$ cat config.mk
export PLATFORM = sky130hd
export DESIGN_NAME = encoder_scan
export DESIGN_NICKNAME = d
export VERILOG_FILES = /design/src/rtl/enc_pkg.sv /design/src/rtl/prio_enc_comb.sv /design/src/rtl/encoder_scan.sv
export SDC_FILE = /design/constraint.sdc
export NUM_CORES = 1
export LEC_CHECK = 0
export ABC_AREA = 1
export CORE_MARGIN = 3
export CORE_UTILIZATION = 45
export CTS_BUF_LIST = sky130_fd_sc_hd__clkbuf_4
export DETAILED_ROUTE_END_ITERATION = 16
export PLACE_DENSITY_LB_ADDON = 0.25
export SYNTH_ARGS = -nofsm -noshare
export SYNTH_HDL_FRONTEND = slang
export SYNTH_SLANG_ARGS = --single-unit
export TNS_END_PERCENT = 50
$ cat constraint.sdc
create_clock -name iClk -period 4.22 [get_ports iClk]
set_clock_uncertainty 0.05 [all_clocks]
set_input_delay 1.055 -clock iClk [delete_from_list [all_inputs] [get_ports iClk]]
set_output_delay 1.055 -clock iClk [all_outputs]
set_load 0.03 [all_outputs]
$ cat src/rtl/enc_pkg.sv
// Shared types for the encoder_scan request drainer.
package enc_pkg;

   typedef enum logic {
      IDLE  = 1'b0,
      DRAIN = 1'b1
   } state_e;

endpackage

$ cat src/rtl/prio_enc_comb.sv
// Combinational N-to-W priority encoder with selectable search direction and an any flag.
module prio_enc_comb #(
   parameter int unsigned N         = 8,
   parameter bit          MSB_FIRST = 1'b1
) (
   input  logic [N-1:0]         req_i,
   output logic [$clog2(N)-1:0] idx_o,
   output logic                 any_o
);

   localparam int unsigned W = $clog2(N);

   // The last matching iteration wins, so the loop order sets the priority.
   always_comb begin
      idx_o = '0;
      if (MSB_FIRST) begin
         for (int i = 0; i < int'(N); i++) begin
            if (req_i[i]) idx_o = W'(i);
         end
      end else begin
         for (int i = int'(N) - 1; i >= 0; i--) begin
            if (req_i[i]) idx_o = W'(i);
         end
      end
   end

   assign any_o = |req_i;

endmodule

$ cat src/rtl/encoder_scan.sv
// Latches a request vector and drains it one index per valid/ack handshake in fixed priority.
module encoder_scan
   import enc_pkg::*;
#(
   parameter int unsigned N         = 8,
   parameter bit          MSB_FIRST = 1'b1
) (
   input  logic                 iClk,
   input  logic                 iRst_n,
   input  logic [N-1:0]         iData,
   input  logic                 iLoad,
   output logic                 oReady,
   output logic [$clog2(N)-1:0] oData,
   output logic                 oValid,
   input  logic                 iAck,
   output logic                 oNone,
   output logic [$clog2(N):0]   oRemain
);

   localparam int unsigned W = $clog2(N);
   localparam logic [W:0]  CntOne = {{W{1'b0}}, 1'b1};

   state_e         state_q, state_d;
   logic [N-1:0]   pending_q, pending_d;
   logic [W:0]     cnt_q, cnt_d;
   logic           none_q, none_d;

   logic [W-1:0]   pend_idx;
   logic           pend_any;
   logic [N-1:0]   clr_mask;
   logic [W:0]     load_cnt;

   prio_enc_comb #(
      .N         (N),
      .MSB_FIRST (MSB_FIRST)
   ) u_prio (
      .req_i (pending_q),
      .idx_o (pend_idx),
      .any_o (pend_any)
   );

   assign clr_mask = {{(N - 1){1'b0}}, 1'b1} << pend_idx;

   // Popcount is taken only at load time; afterwards the counter just steps down per ack.
   always_comb begin
      load_cnt = '0;
      for (int i = 0; i < int'(N); i++) begin
         load_cnt = load_cnt + {{W{1'b0}}, iData[i]};
      end
   end

   always_comb begin
      state_d   = state_q;
      pending_d = pending_q;
      cnt_d     = cnt_q;
      none_d    = 1'b0;
      unique case (state_q)
         IDLE: begin
            if (iLoad) begin
               pending_d = iData;
               cnt_d     = load_cnt;
               if (iData != '0) begin
                  state_d = DRAIN;
               end else begin
                  none_d = 1'b1;
               end
            end
         end
         DRAIN: begin
            if (iAck) begin
               pending_d = pending_q & ~clr_mask;
               cnt_d     = cnt_q - CntOne;
               if (cnt_q == CntOne) state_d = IDLE;
            end
         end
         default: state_d = IDLE;
      endcase
   end

   always_ff @(posedge iClk) begin
      if (!iRst_n) begin
         state_q   <= IDLE;
         pending_q <= '0;
         cnt_q     <= '0;
         none_q    <= 1'b0;
      end else begin
         state_q   <= state_d;
         pending_q <= pending_d;
         cnt_q     <= cnt_d;
         none_q    <= none_d;
      end
   end

   assign oReady  = (state_q == IDLE);
   assign oValid  = (state_q == DRAIN) && pend_any;
   assign oData   = oValid ? pend_idx : '0;
   assign oRemain = oValid ? cnt_q : '0;
   assign oNone   = none_q;

endmodule

* After elaboration in Yosys (flattened, before gate mapping) *
Index checks and enable logic that the tools add are counted.

word-level totals
  word-level logic and storage cells = 47
  register bits after elaboration = 14
  input bits = 12
  output and inout port bits = 10

cells by class
  muxes and demuxes = 21
  equal/unequal tests = 3
  add/sub/neg operators = 8
  reductions and logical operators = 5
  bitwise operators = 5
  shifts and indexed selects = 1

operators by type and width
  kind                                                                count
  4-bit by 1-bit adder with 4-bit output                              4
  8-bit 2-to-1 mux                                                    2
  8-bit case mux with 2 select lines                                  1
  3-bit 2-to-1 mux                                                    5
  4-bit 2-to-1 mux                                                    3
  8-bit AND                                                           1
  8-bit NOT                                                           1
  4-bit case mux with 2 select lines                                  1
  8-bit nonzero test                                                  1
  8-bit OR reduction                                                  1
  1-bit by 3-bit left shift with 8-bit output, first input constant   1
  1-bit 2-to-1 mux                                                    6
  3-bit by 1-bit adder with 4-bit output                              1
  4-bit by 1-bit == test with 1-bit output, second input constant     1
  2-bit 2-to-1 mux                                                    2
  2-bit inequality test, second input constant                        2
  4-bit by 1-bit subtractor with 4-bit output, second input constant  1
  2-bit by 1-bit adder with 3-bit output                              1
  1-bit NOT                                                           3
  3-bit OR reduction                                                  1
  1-bit by 1-bit adder with 2-bit output                              1
  1-bit case mux with 2 select lines                                  1
  2-bit AND reduction                                                 1
  1-bit logical AND                                                   1

* Depth between registers and ports, before layout *
  depth after elaboration = 12
  mapped depth = 13
  mapped depth without buffers = 13

* Modules after synthesis *
From an unflattened synthesis, not the netlist that was laid out.

unflattened totals
  cell total of the unflattened synthesis = 154
  area total of the unflattened synthesis = 1,043.5 um^2

modules (own cells, without submodules)
  module         times used  area an instance (um^2)  seq. area each (um^2)  cells each
  encoder_scan   1           965.9                    280.3                  134
  prio_enc_comb  1           77.6                     0.0                    20

* Worst setup path after synthesis *
Ideal clock, no wire load.

  path kind = in2reg
  start = input port iData[0]
  end = register cnt_q[1]
  stages = 11
  path buffers = 0
  setup slack = 0.579 ns
  setup time = 0.126 ns
  data arrival time = 3.465 ns
  cell sequence = fa_1 inv_1 fa_1 fa_1 inv_1 ha_1 inv_1 fa_1 nor2_1 nor3_1 a211oi_1

on the way
  longest elaborated chain between the ends = 9

RTL lines
  element                                              line                RTL
  from (decl)                                          encoder_scan.sv:10  input logic [N-1:0] iData,
  1-bit by 1-bit adder with 2-bit output               encoder_scan.sv:48  load_cnt = load_cnt + {{W{1'b0}}, iData[i]};
  2-bit by 1-bit adder with 3-bit output               encoder_scan.sv:48
  3-bit by 1-bit adder with 4-bit output               encoder_scan.sv:48
  4-bit by 1-bit adder with 4-bit output (4 in a row)  encoder_scan.sv:48
  4-bit 2-to-1 mux                                     encoder_scan.sv:59  if (iLoad) begin
  4-bit case mux with 2 select lines                   encoder_scan.sv:57  unique case (state_q)
  to (signal assigned)                                 encoder_scan.sv:89  cnt_q <= cnt_d;
  to (decl)                                            encoder_scan.sv:25  logic [W:0] cnt_q, cnt_d;

Every way passes these cells. The select of a mux whose other input is x is not followed.
A chain may end at the register's enable or synchronous reset.

* Worst setup path in the final report *
Ends and elaborated chain as after synthesis.

==> impl_results.html <==
<table>
<tr><th>Metric</th><th>Value</th></tr>
<tr><th colspan="2">Finish</th></tr>
<tr><td>Antenna diodes</td><td>0</td></tr>
<tr><td>Top library cells by usage in the layout, fill and taps aside</td><td>inv_1, nand2_1, clkdlybuf4s50_1, a21oi_1</td></tr>
<tr><td>Most frequent standard cell in the layout excluding fill and tap cells</td><td>inv_1</td></tr>
<tr><td>Fraction of final layout cells sized beyond drive strength 1</td><td>0.0734</td></tr>
<tr><td>Final standard cell count with taps included and fillers excluded</td><td>204</td></tr>
<tr><td>Non-Filler Cell Area, Final</td><td>1310 µm²</td></tr>
<tr><td>Nets@finish</td><td>200</td></tr>
<tr><td>Area growth from synthesis to layout</td><td>25.2%</td></tr>
<tr><th colspan="2">GRT</th></tr>
<tr><td>First-pass GRT wire length</td><td>4.51 mm</td></tr>
<tr><td>Maximum number of pins on one net before global-route repair</td><td>17</td></tr>
<tr><td>Global router's overall resource usage</td><td>0.207</td></tr>
<tr><td>Number of antenna violations at the first check in global routing</td><td>0</td></tr>
<tr><td>Overflow left after global routing</td><td>0</td></tr>
<tr><td>Via count of the first global-routing pass</td><td>1029</td></tr>
<tr><th colspan="2">Setup path</th></tr>
<tr><td>Critical path class</td><td>primary input to flop</td></tr>
<tr><td>Origin of the worst setup path</td><td>iData[0]</td></tr>
<tr><td>Critical path capture point type</td><td>flop</td></tr>
<tr><td>CP endpoint</td><td>cnt_q[1]$_SDFFE_PN0P_</td></tr>
<tr><td>Cell type with the highest occurrence count on the critical path</td><td>fa_1</td></tr>
<tr><td>List of cells traversed by the critical path</td><td>clkdlybuf4s50_1, fa_1, inv_1, fa_1, fa_1, inv_1, ha_1, inv_1, fa_1, nor2_1, nor3_1, a211oi_1</td></tr>
<tr><td>Maximum fanout along the worst path</td><td>2</td></tr>
<tr><td>Reg-to-reg critical path endpoint</td><td>pending_q[4]$_SDFFE_PN0P_</td></tr>
<tr><td>Required time at the worst-slack endpoint</td><td>about 4.3 ns</td></tr>
<tr><td>CP max stage delay</td><td>around 0.55 ns</td></tr>
<tr><td>Path depth of the worst reg2reg path</td><td>6</td></tr>
<tr><td>Startpoint of the lowest-slack register-to-register path</td><td>state_q$_SDFF_PN0_</td></tr>
<tr><td>Worst setup SP type</td><td>primary input</td></tr>
<tr><td>Setup slack of the most critical reg-to-reg path</td><td>2.44 ns</td></tr>
<tr><td>CP max-delay cell</td><td>fa_1</td></tr>
<tr><td>Signal arrival time at the worst endpoint</td><td>4.07 ns</td></tr>
<tr><th colspan="2">Drt</th></tr>
<tr><td>Via count</td><td>between 1k and 1.5k</td></tr>
<tr><td>Initial detailed-routing violation count</td><td>19</td></tr>
<tr><td>Wire length per cell</td><td>12.5 µm</td></tr>
<tr><td>Vias per Instance</td><td>5.20</td></tr>
<tr><td>Antenna-violating nets left</td><td>0</td></tr>
<tr><td>Number of design rule violations left after detail routing</td><td>0</td></tr>
<tr><td>Sum of routed wire length over all layers</td><td>roughly 2.6 mm</td></tr>
<tr><td>Number of search-and-repair iterations in the first detailed-routing pass</td><td>4</td></tr>
<tr><th colspan="2">STA</th></tr>
<tr><td>Time the final worst path needs with I/O delays and setup</td><td>just under 4 ns</td></tr>
<tr><td>Fraction of the cycle the final worst path needs</td><td>0.936</td></tr>
<tr><td>Number of max-slew violations in the final report</td><td>0</td></tr>
<tr><td>Fmax</td><td>~250 MHz</td></tr>
<tr><td>Setup repair after global routing missed its margin</td><td>no</td></tr>
<tr><td>Max-slew headroom at the worst pin</td><td>0.593</td></tr>
<tr><td>Final-report setup violation count</td><td>0</td></tr>
<tr><td>Transition time at the pin with the least slew margin</td><td>just over 0.6 ns</td></tr>
<tr><td>Total count of hold-check failures in the final report</td><td>0</td></tr>
<tr><th colspan="2">Logic synthesis</th></tr>
<tr><td>Synthesized instance count</td><td>approximately 150</td></tr>
<tr><td>Ranking of synthesized cells by area</td><td>dfxtp_1, inv_1, a21oi_1, fa_1, nand2_1</td></tr>
<tr><td>Post-synthesis register bit count</td><td>14</td></tr>
<tr><td>XOR/XNOR share of the synthesized area</td><td>0.0167</td></tr>
<tr><td>Synth warnings</td><td>0</td></tr>
<tr><td>Proportion of synthesized area in mux cells</td><td>0</td></tr>
<tr><td>Syn Nets</td><td>176</td></tr>
<tr><td>Top cell type's share of synthesized area</td><td>0.267</td></tr>
<tr><td>Post-synthesis compound-gate area fraction</td><td>0.191</td></tr>
<tr><td>Largest family of logic cells by synthesized area</td><td>simple AND/OR/NAND/NOR gates</td></tr>
<tr><td>Post-synth design cell area</td><td>1050 µm²</td></tr>
<tr><td>Mean cell area of the mapped netlist</td><td>around 7 µm²</td></tr>
<tr><td>Part of the Yosys area used for sequential elements</td><td>0.267</td></tr>
<tr><td>Leading area contributor after synthesis</td><td>dfxtp_1</td></tr>
<tr><td>Adder-cell share of the synthesized area</td><td>0.148</td></tr>
<tr><td>Area fraction in and, or, nand and nor cells after synthesis</td><td>0.239</td></tr>
<tr><td>Synth unique cells</td><td>25</td></tr>
<tr><th colspan="2">Floorplanning</th></tr>
<tr><td>Total Die Area</td><td>about 2900 µm²</td></tr>
<tr><td>Die outline height</td><td>around 54 µm</td></tr>
<tr><td>Count of standard-cell rows</td><td>16</td></tr>
<tr><td>Die W</td><td>54.3 µm</td></tr>
<tr><td>I/O Pins</td><td>22</td></tr>
<tr><td>Initial Util</td><td>0.504</td></tr>
<tr><td>Core region area</td><td>roughly 2100 µm²</td></tr>
<tr><th colspan="2">Clocking</th></tr>
<tr><td>Post-CTS Setup Bufs</td><td>0</td></tr>
<tr><td>CTS buffer count</td><td>3</td></tr>
<tr><td>TritonCTS clock tree</td><td>done</td></tr>
<tr><td>Count of clock tree sinks</td><td>14</td></tr>
<tr><td>Number of H-tree levels</td><td>1</td></tr>
<tr><td>Clk root buf</td><td>clkbuf_4</td></tr>
<tr><td>Clock insertion delay at the later pin of the skew report</td><td>0.28 ns</td></tr>
<tr><td>Resize count post-CTS</td><td>0</td></tr>
<tr><td>Clock-pin transition on the worst setup and hold timing paths</td><td>0.09 ns</td></tr>
<tr><td>Max Root-Sink Buffers</td><td>2</td></tr>
<tr><td>Hold-fix buffer count after cts</td><td>0</td></tr>
<tr><th colspan="2">Placed design</th></tr>
<tr><td>I/O Buffers</td><td>21</td></tr>
<tr><td>RD Place Congestion</td><td>approximately 0.81</td></tr>
<tr><td>DP Area</td><td>1290 µm²</td></tr>
<tr><td>Placed Cells</td><td>200</td></tr>
<tr><td>Placed wire-length estimate</td><td>2.00 mm</td></tr>
<tr><th colspan="2">Min path</th></tr>
<tr><td>Hold/Removal Path Class</td><td>flop to flop</td></tr>
<tr><td>Hold path start</td><td>pending_q[6]$_SDFFE_PN0P_</td></tr>
<tr><th colspan="2">Status</th></tr>
<tr><td>Result of the run</td><td>complete, no violations</td></tr>
<tr><th colspan="2">Power and ir drop</th></tr>
<tr><td>Total leakage power</td><td>just over 0.6 nW</td></tr>
<tr><td>Max rail drop VDD</td><td>~0.20 mV</td></tr>
<tr><td>Power per cell area</td><td>324 nW/µm²</td></tr>
<tr><th colspan="2">Run</th></tr>
<tr><td>Max-capacitance violation count</td><td>0</td></tr>
</table>
[registers in the layout, summed over array words and instances, names as in the netlist]
| name | cells |
|---|---|
| pending_q | 8 |
| cnt_q | 4 |
| oNone | 1 |
| state_q | 1 |
[power breakdown]
| part | total [mW] | internal (mW) | switching (mW) |
|---|---|---|---|
| logic | 0.186 | 0.0765 | 0.109 |
| registers | 0.162 | 0.147 | 0.0153 |
| clock network | 0.0781 | 0.0343 | 0.0439 |
[through the flow]
| stage | util | setup WS [ns] | hold WS (ns) | setup TNS [ns] | total power, mW |
|---|---|---|---|---|---|
| floorplan | - | 0.579 | 0.398 | 0 | 0.295 |
| CTS | 0.630 | 0.284 | 0.439 | 0 | 0.428 |
| finish | 0.630 | 0.272 | 0.441 | 0 | 0.426 |
| detailed placement | 0.618 | -0.0162 | 0.428 | -0.0202 | 0.349 |
| global route | 0.630 | 0.109 | 0.480 | 0 | 0.461 |
| global placement | 0.618 | 0.0424 | 0.423 | 0 | 0.343 |
[worst min-delay path by stage]
stage                                end  cells after the start
5_1_grt        pending_q[3]$_SDFFE_PN0P_                      2
4_1_cts        pending_q[6]$_SDFFE_PN0P_                      2
3_5_place_dp   pending_q[6]$_SDFFE_PN0P_                      2
6_report       pending_q[6]$_SDFFE_PN0P_                      2
3_3_place_gp   pending_q[6]$_SDFFE_PN0P_                      2
2_1_floorplan  pending_q[6]$_SDFFE_PN0P_                      2
[synthesized netlist by cell type]
master / number
nor3_1: 3
o21ai_4: 1
ha_1: 6
o21ai_0: 15
nand2_1: 21
nand3b_1: 1
o21bai_1: 1
fa_1: 4
xnor2_1: 1
buf_4: 2
o211ai_1: 1
nand2_2: 2
nand4_1: 3
a31oi_1: 1
dfxtp_1: 14
clkbuf_1: 1
buf_2: 2
a211oi_1: 1
inv_1: 28
xor2_1: 1
or3_4: 1
a21oi_1: 16
inv_2: 3
nor2_1: 15
nand3_1: 10
[critical path, delay by kind of cell]
kind | cells | cell delay, ns
AOI/OAI and AO/OA | 1 | 0.06
adders and majority gates | 5 | 2.08
buffers and inverters | 4 | 0.63
and+or+nand+nor | 2 | 0.25
[cells by family (layout without fill, tap and decap cells)]
kind of cell,count (synthesis),after routing
compound gates,36,36
fa+ha+maj,10,10
flops,14,14
simple gates,56,56
xor+xnor,2,2
buf+inv,36,59
[layer usage]
layer | GRT usage | wire length, µm
met1 | 0.281 | 1140
met2 | 0.341 | 1270
met3 | 0.0245 | 116
met4 | 0.0622 | 25
met5 | 0 | 0
[area by class of cell]
cell class / instances / area [µm²]
Multi-Input combinational cell: 104 / 623
Tap cell: 27 / 33.8
Clock inverter: 1 / 3.75
Inverter: 31 / 116
Fill cell: 202 / 769
Timing Repair Buffer: 24 / 233
Clock buffer: 3 / 22.5
Sequential cell: 14 / 280
(Power assumes the default switching activity.)
